--- config.mk ---
export PLATFORM = sky130hd
export DESIGN_NAME = ca_svm_r_frame_ctrl_flat
export DESIGN_NICKNAME = d
export VERILOG_FILES = /design/src/rtl/ca_svm_r_frame_ctrl_if.sv /design/src/rtl/ca_svm_r_frame_ctrl.sv /design/src/flat_wrapper.sv
export SDC_FILE = /design/constraint.sdc
export NUM_CORES = 1
export LEC_CHECK = 0
export ABC_AREA = 1
export CAP_MARGIN = 5
export CORE_ASPECT_RATIO = 0.8
export CORE_MARGIN = 4
export CORE_UTILIZATION = 44
export CTS_BUF_LIST = sky130_fd_sc_hd__clkbuf_8 sky130_fd_sc_hd__clkbuf_16
export DETAILED_ROUTE_END_ITERATION = 7
export PLACE_DENSITY = 0.77
export SLEW_MARGIN = 20
export SYNTH_ARGS = -nofsm -noshare
export SYNTH_HDL_FRONTEND = slang
export SYNTH_SLANG_ARGS = --single-unit
--- constraint.sdc ---
create_clock -name clk -period 1.7 [get_ports clk]
set_input_delay 0.17 -clock clk [delete_from_list [all_inputs] [get_ports clk]]
set_output_delay 0.17 -clock clk [all_outputs]
set_load 0.01 [all_outputs]
--- src/rtl/ca_svm_r_frame_ctrl_if.sv ---
// rtl/ca_svm_r_frame_ctrl_if.sv - feature/result bus between a sample source, the frame controller and the regressor
//
// Purpose: groups the feature beat stream, the flat regressor input bus, the
// regressor score and the result handshake into one bundle.
// Signals:
//   feat_valid/feat_ready/feat_data/feat_last : feature beat stream into the controller
//   inp                                       : assembled features, slot i at [(i+1)*WIDTH_A-1 : i*WIDTH_A]
//   out_score                                 : regressor score, unsigned fixed point
//   res_valid/res_ready/res_class/res_raw/res_err : result handshake out of the controller
// Modports: master = sample source / result sink, slave = frame controller.
interface ca_svm_r_frame_ctrl_if #(
    parameter int WIDTH_A  = 4,
    parameter int NUM_A    = 21,
    parameter int OUTWIDTH = 14,
    parameter int CLASS_W  = 2
);
    logic                       feat_valid;
    logic                       feat_ready;
    logic [WIDTH_A-1:0]         feat_data;
    logic                       feat_last;
    logic [NUM_A*WIDTH_A-1:0]   inp;
    logic [OUTWIDTH-1:0]        out_score;
    logic                       res_valid;
    logic                       res_ready;
    logic [CLASS_W-1:0]         res_class;
    logic [OUTWIDTH-1:0]        res_raw;
    logic                       res_err;

    modport master (
        output feat_valid, feat_data, feat_last, out_score, res_ready,
        input  feat_ready, inp, res_valid, res_class, res_raw, res_err
    );

    modport slave (
        input  feat_valid, feat_data, feat_last, out_score, res_ready,
        output feat_ready, inp, res_valid, res_class, res_raw, res_err
    );
endinterface

--- src/rtl/ca_svm_r_frame_ctrl.sv ---
// rtl/ca_svm_r_frame_ctrl.sv - frame assembler and result rounder around the SVM regressor
//
// Purpose: collects NUM_A feature beats into the flat regressor input bus,
// waits SETTLE cycles for the combinational regressor, samples its score,
// rounds (ties go down) and clamps it to a class index, and holds the result
// on a valid/ready port until accepted.
// Ports:
//   clk  : clock, all state on the rising edge
//   rst  : synchronous active-high reset
//   bus  : ca_svm_r_frame_ctrl_if slave modport (feature stream, inp,
//          out_score, result handshake)
module ca_svm_r_frame_ctrl #(
    parameter int WIDTH_A   = 4,
    parameter int NUM_A     = 21,
    parameter int OUTWIDTH  = 14,
    parameter int FRAC      = 10,
    parameter int MAX_CLASS = 3,
    parameter int CLASS_W   = 2,
    parameter int SETTLE    = 2
) (
    input  logic clk,
    input  logic rst,
    ca_svm_r_frame_ctrl_if.slave bus
);
    localparam int IDX_W = (NUM_A > 1) ? $clog2(NUM_A + 1) : 1;
    localparam int CNT_W = (SETTLE > 1) ? $clog2(SETTLE) : 1;
    localparam int IP_W  = OUTWIDTH - FRAC + 1;

    localparam logic [IDX_W-1:0] LAST_IDX   = IDX_W'(NUM_A - 1);
    localparam logic [CNT_W-1:0] CNT_LOAD   = CNT_W'(SETTLE - 1);
    localparam logic [FRAC-1:0]  HALF       = {1'b1, {(FRAC-1){1'b0}}};
    localparam logic [IP_W-1:0]  MAX_IP     = IP_W'(MAX_CLASS);

    typedef enum logic [1:0] {
        S_LOAD   = 2'd0,
        S_SETTLE = 2'd1,
        S_RESULT = 2'd2
    } state_t;

    state_t                     r_state;
    state_t                     w_next;
    logic [IDX_W-1:0]           r_idx;
    logic [CNT_W-1:0]           r_cnt;
    logic                       r_err;
    logic [NUM_A*WIDTH_A-1:0]   r_inp;
    logic [OUTWIDTH-1:0]        r_raw;
    logic [CLASS_W-1:0]         r_class;

    logic                       w_feat_ready;
    logic                       w_beat;
    logic                       w_sample;
    logic                       w_res_hs;
    logic                       w_enter_settle;

    logic [IP_W-1:0]            w_ip;
    logic [FRAC-1:0]            w_fr;
    logic                       w_round_up;
    logic [IP_W-1:0]            w_ip_rnd;
    logic [CLASS_W-1:0]         w_class;

    // ------------------------------------------------------------------
    // FSM state register
    // ------------------------------------------------------------------
    always_ff @(posedge clk) begin
        if (rst) begin
            r_state <= S_LOAD;
        end else begin
            r_state <= w_next;
        end
    end

    // ------------------------------------------------------------------
    // FSM next state and control strobes
    // ------------------------------------------------------------------
    always_comb begin
        w_next         = r_state;
        w_feat_ready   = 1'b0;
        w_beat         = 1'b0;
        w_sample       = 1'b0;
        w_res_hs       = 1'b0;
        w_enter_settle = 1'b0;
        case (r_state)
            S_LOAD: begin
                // Held low while rst is asserted so no beat is taken in the reset cycle.
                w_feat_ready = ~rst;
                w_beat       = w_feat_ready & bus.feat_valid;
                if (w_beat && (r_idx == LAST_IDX || bus.feat_last)) begin
                    w_enter_settle = 1'b1;
                    w_next         = S_SETTLE;
                end
            end
            S_SETTLE: begin
                if (r_cnt == '0) begin
                    w_sample = 1'b1;
                    w_next   = S_RESULT;
                end
            end
            S_RESULT: begin
                if (bus.res_ready) begin
                    w_res_hs = 1'b1;
                    w_next   = S_LOAD;
                end
            end
            default: begin
                w_next = S_LOAD;
            end
        endcase
    end

    // ------------------------------------------------------------------
    // Score rounding: integer part plus one when the fraction is strictly
    // above one half; the extra top bit of w_ip keeps the increment from
    // wrapping at the largest score.
    // ------------------------------------------------------------------
    always_comb begin
        w_ip       = {1'b0, bus.out_score[OUTWIDTH-1:FRAC]};
        w_fr       = bus.out_score[FRAC-1:0];
        w_round_up = (w_fr > HALF);
        w_ip_rnd   = w_ip + {{(IP_W-1){1'b0}}, w_round_up};
        if (w_ip_rnd > MAX_IP) begin
            w_class = CLASS_W'(MAX_CLASS);
        end else begin
            w_class = w_ip_rnd[CLASS_W-1:0];
        end
    end

    // ------------------------------------------------------------------
    // Datapath: slot writes, framing error, settle counter, result capture
    // ------------------------------------------------------------------
    always_ff @(posedge clk) begin
        if (rst) begin
            r_idx   <= '0;
            r_cnt   <= '0;
            r_err   <= 1'b0;
            r_inp   <= '0;
            r_raw   <= '0;
            r_class <= '0;
        end else begin
            if (w_beat) begin
                // Early feat_last zeroes every slot above the current one so
                // stale features from the previous sample never reach the regressor.
                for (int i = 0; i < NUM_A; i++) begin
                    if (IDX_W'(i) == r_idx) begin
                        r_inp[i*WIDTH_A +: WIDTH_A] <= bus.feat_data;
                    end else if (bus.feat_last && (IDX_W'(i) > r_idx)) begin
                        r_inp[i*WIDTH_A +: WIDTH_A] <= '0;
                    end
                end
                r_idx <= r_idx + IDX_W'(1);
                if ((r_idx == LAST_IDX) != bus.feat_last) begin
                    r_err <= 1'b1;
                end
            end

            if (w_enter_settle) begin
                r_cnt <= CNT_LOAD;
            end else if (r_state == S_SETTLE && r_cnt != '0) begin
                r_cnt <= r_cnt - CNT_W'(1);
            end

            if (w_sample) begin
                r_raw   <= bus.out_score;
                r_class <= w_class;
            end

            if (w_res_hs) begin
                r_idx <= '0;
                r_err <= 1'b0;
            end
        end
    end

    assign bus.feat_ready = w_feat_ready;
    assign bus.inp        = r_inp;
    assign bus.res_valid  = (r_state == S_RESULT);
    assign bus.res_class  = r_class;
    assign bus.res_raw    = r_raw;
    assign bus.res_err    = r_err;

endmodule

--- src/flat_wrapper.sv ---
// flat-port wrapper written by rule: the top's interface ports become plain ports
module ca_svm_r_frame_ctrl_flat 
#(
    parameter int WIDTH_A   = 4,
    parameter int NUM_A     = 21,
    parameter int OUTWIDTH  = 14,
    parameter int FRAC      = 10,
    parameter int MAX_CLASS = 3,
    parameter int CLASS_W   = 2,
    parameter int SETTLE    = 2
)
  (clk, rst, bus_feat_valid, bus_feat_data, bus_feat_last, bus_out_score, bus_res_ready, bus_feat_ready, bus_inp, bus_res_valid, bus_res_class, bus_res_raw, bus_res_err);
  ca_svm_r_frame_ctrl_if #(.WIDTH_A(WIDTH_A), .NUM_A(NUM_A), .OUTWIDTH(OUTWIDTH), .CLASS_W(CLASS_W)) bus_i ();
  input  logic clk;
  input  logic rst;
  input wire logic [$bits(bus_i.feat_valid)-1:0] bus_feat_valid;
  input wire logic [$bits(bus_i.feat_data)-1:0] bus_feat_data;
  input wire logic [$bits(bus_i.feat_last)-1:0] bus_feat_last;
  input wire logic [$bits(bus_i.out_score)-1:0] bus_out_score;
  input wire logic [$bits(bus_i.res_ready)-1:0] bus_res_ready;
  output wire logic [$bits(bus_i.feat_ready)-1:0] bus_feat_ready;
  output wire logic [$bits(bus_i.inp)-1:0] bus_inp;
  output wire logic [$bits(bus_i.res_valid)-1:0] bus_res_valid;
  output wire logic [$bits(bus_i.res_class)-1:0] bus_res_class;
  output wire logic [$bits(bus_i.res_raw)-1:0] bus_res_raw;
  output wire logic [$bits(bus_i.res_err)-1:0] bus_res_err;
  assign bus_i.feat_valid = bus_feat_valid;
  assign bus_i.feat_data = bus_feat_data;
  assign bus_i.feat_last = bus_feat_last;
  assign bus_i.out_score = bus_out_score;
  assign bus_i.res_ready = bus_res_ready;
  assign bus_feat_ready = bus_i.feat_ready;
  assign bus_inp = bus_i.inp;
  assign bus_res_valid = bus_i.res_valid;
  assign bus_res_class = bus_i.res_class;
  assign bus_res_raw = bus_i.res_raw;
  assign bus_res_err = bus_i.res_err;
  ca_svm_r_frame_ctrl #(.WIDTH_A(WIDTH_A), .NUM_A(NUM_A), .OUTWIDTH(OUTWIDTH), .FRAC(FRAC), .MAX_CLASS(MAX_CLASS), .CLASS_W(CLASS_W), .SETTLE(SETTLE)) u_core (.clk(clk), .rst(rst), .bus(bus_i));
endmodule
==> impl_metrics.yaml <==
run_status:
  status: "completed"
routing:
  postRouteAntennaNets: 0
  wl_per_cell_um: 14.91
  first_pass_iters: 5
  drt-initial-drc-count: 323
  vias: 4936
  postRouteWirelength_um: 14400
  drc: 0
  avgViaCountPerCell: 5.110
floorplan:
  rows: 33
  coreArea_mm2: 0.01032
  start_util: 0.4541
  fp.dieH_um: 100.3
  die_x_um: 123.4
  die_area_mm2: 0.01238
  ios: 126
clocking:
  cts.htree.levels: 3
  cts_hold_repair.buffers: 0
  tritoncts: "built"
  clk_root_buffer_cell: "clkbuf_16"
  clkSinkCount: 109
  clockBufferDepth: 2
  clk_pin_slew_worst_paths_ns: 0.07
  cts_made_buffers: 9
  clk_latency_ns: 0.34
worst_hold_path:
  hp-class: "input port to flop"
  min_to: "u_core.bus.res_raw[2]"
  whs_path_depth: 3
  worstHoldStart: "bus_out_score[2]"
timing:
  fin_crit_sh: 0.9608
  drv_slew: 0
  fin_crit_ns: 1.633
  relSlewSlack: 0.5623
  fin_tns_setup_ns: 0
  hold_violations: 0
  clock-skew-final_ns: 0.005665
  worstMarginPinSlew_ns: 0.6565
  setup_viol: 0
  layout_setup_ws_ns: 0.06665
  fmax_mhz: 612.2
power_and_ir_drop:
  vdd_drop_max_v: 0.0005180
  leakage_uw: 0.002593
  p_per_area_mw_per_mm2: 779.8
  power_uw: 5211
logic_synthesis:
  synth_edf_count: 0
  synth_top_area_share: 0.4656
  syn_inst: 668
  seq_area_frac_synth: 0.4656
  syn_area_per_cell_um2: 7.016
  syn_area_mm2: 0.004687
  synth-async-reset-ratio: 0
  synth_nets: 697
  ys.flop_type: "dfxtp_1"
  ys_warn_count: 0
  ys_top_cells_by_area: "dfxtp_1, nand2_1, a21oi_1"
  ys_seq_elements: 109
  synth.largest_area_cell: "dfxtp_1"
  ys_types: 34
global_route:
  use_met1: 0.3392
  busiest_layer: "met2"
  grt_pass1_vias: 4608
  grt_max_degree: 67
  grt_remaining_overflow: 0
  met2_usage: 0.3463
  track_usage: 0.2315
  antenna_found_initial: 0
  grt_pass1_wl_um: 22880
  grt_util_met3: 0.05465
critical_path:
  rr_worst_depth: 8
  worstSetupPathType: "input port to flop"
  r2r-start: "u_core.r_idx[3]"
  cp_max_fo: 2
  r2r_setup_slack_ns: 0.11
  crit_path_end_kind: "flop"
  critical_path_arrival_ns: 1.88
  startpoint_type: "input port"
  crit_required_ns: 1.94
  reg2reg_to: "u_core.bus.inp[11]"
cells_and_area:
  area_delta_synth_final_pct: 42.58
  instances_no_fill: 966
  nets: 851
  num_antenna_cells: 0
  layout_commonest_cell: "nand2_1"
  layout_common_cells: "nand2_1, clkdlybuf4s50_1, dfxtp_1"
  drive_gt1_frac: 0.1102
place:
  pre_cts_slack_ns: -0.5088
  dp.cells: 951
  gp_congestion: 0.9132
  dp_hpwl_um: 10750
  port_buffers: 125
run:
  maxCapViolCount: 0
==> worst max path at each step <==
stage                                          to  cells past startpoint        startpoint  slack (ns)
after floorplan                      u_core.r_cnt                     10   u_core.r_idx[0]        0.12
after global placement    u_core.bus.res_class[1]                     10  bus_out_score[4]       -0.38
after detailed placement  u_core.bus.res_class[0]                     10  bus_out_score[4]       -0.51
after CTS                 u_core.bus.res_class[0]                     10  bus_out_score[4]       0.003
after global routing      u_core.bus.res_class[0]                     10  bus_out_score[6]      -0.009
final                     u_core.bus.res_class[0]                     10  bus_out_score[6]        0.07
==> per-layer routing <==
| layer | up-vias | wire length, µm |
|---|---|---|
| li1 | 2445 | - |
| met3 | 13 | 968 |
| met4 | 0 | 120 |
| met5 | - | 0 |
| met1 | 2311 | 6964 |
| met2 | 167 | 6348 |
==> per-stage QoR <==
step / hold slack [ns] / utilization / cell area, µm²
after global routing: 0.1622 / 0.6474 / 6683
after detailed placement: 0.4526 / 0.6145 / 6344
after global placement: 0.4478 / 0.6145 / 6344
after CTS: 0.3075 / 0.6421 / 6628
after floorplan: 0.3352 / - / 4687
final: 0.1613 / 0.6474 / 6683
==> registers in the layout, indices dropped and copies added (netlist names) <==
signal,cells
u_core.bus.inp,84
u_core.r_cnt,1
u_core.r_state,2
u_core.bus.res_class,2
u_core.bus.res_raw,14
u_core.r_idx,5
u_core.bus.res_err,1
==> repair_timing <==
action                                  in CTS  in global routing
resized for setup                            3                 16
endpoints found under the setup margin       2                 43
buffers inserted                             0                  0
pin swaps                                    0                  3
==> cell type report <==
cell class                 instances  area [µm²]
fill                             924        3640
multi-input combinational        484        2245
sequential                       109        2185
timing repair buffer             174        1639
clock buffer                      10       239.0
tap                              140       175.2
inverter                          44       165.2
clock inverter                     5       35.03
==> cell usage after synthesis, types with 4 or more instances <==
cell type	number
a21oi_1	98
buf_2	5
buf_4	4
clkbuf_1	20
dfxtp_1	109
ha_1	6
inv_1	39
inv_2	5
nand2_1	228
nand3_1	41
nand3b_1	6
nor2_1	65
nor3_1	5
o21ai_0	8
o21ai_1	4
==> worst max-delay path, cell delays in order <==
cell             delay (ns)
clkdlybuf4s50_1        0.45
nor4_2                 0.23
nand2_1                0.08
o21a_1                 0.18
ha_1                   0.20
ha_2                   0.19
o21ai_2                0.17
nand3b_1               0.11
nand2_1                0.07
inv_1                  0.03
==> report_power, final <==
part | switching, µW | internal [µW] | total, µW
Sequential | 30.1 | 2600 | 2630
Clock | 938 | 1030 | 1970
Combinational | 355 | 255 | 610
Total | 1320 | 3890 | 5210
==> cells by family after synthesis <==
logic type                 share of synthesized area
adders and majority gates                    0.01602
buffers and inverters                        0.06620
AOI/OAI and AO/OA                             0.1305
and+or+nand+nor                               0.3217
DFF                                           0.4656
Power figures use the tool's default switching activity.
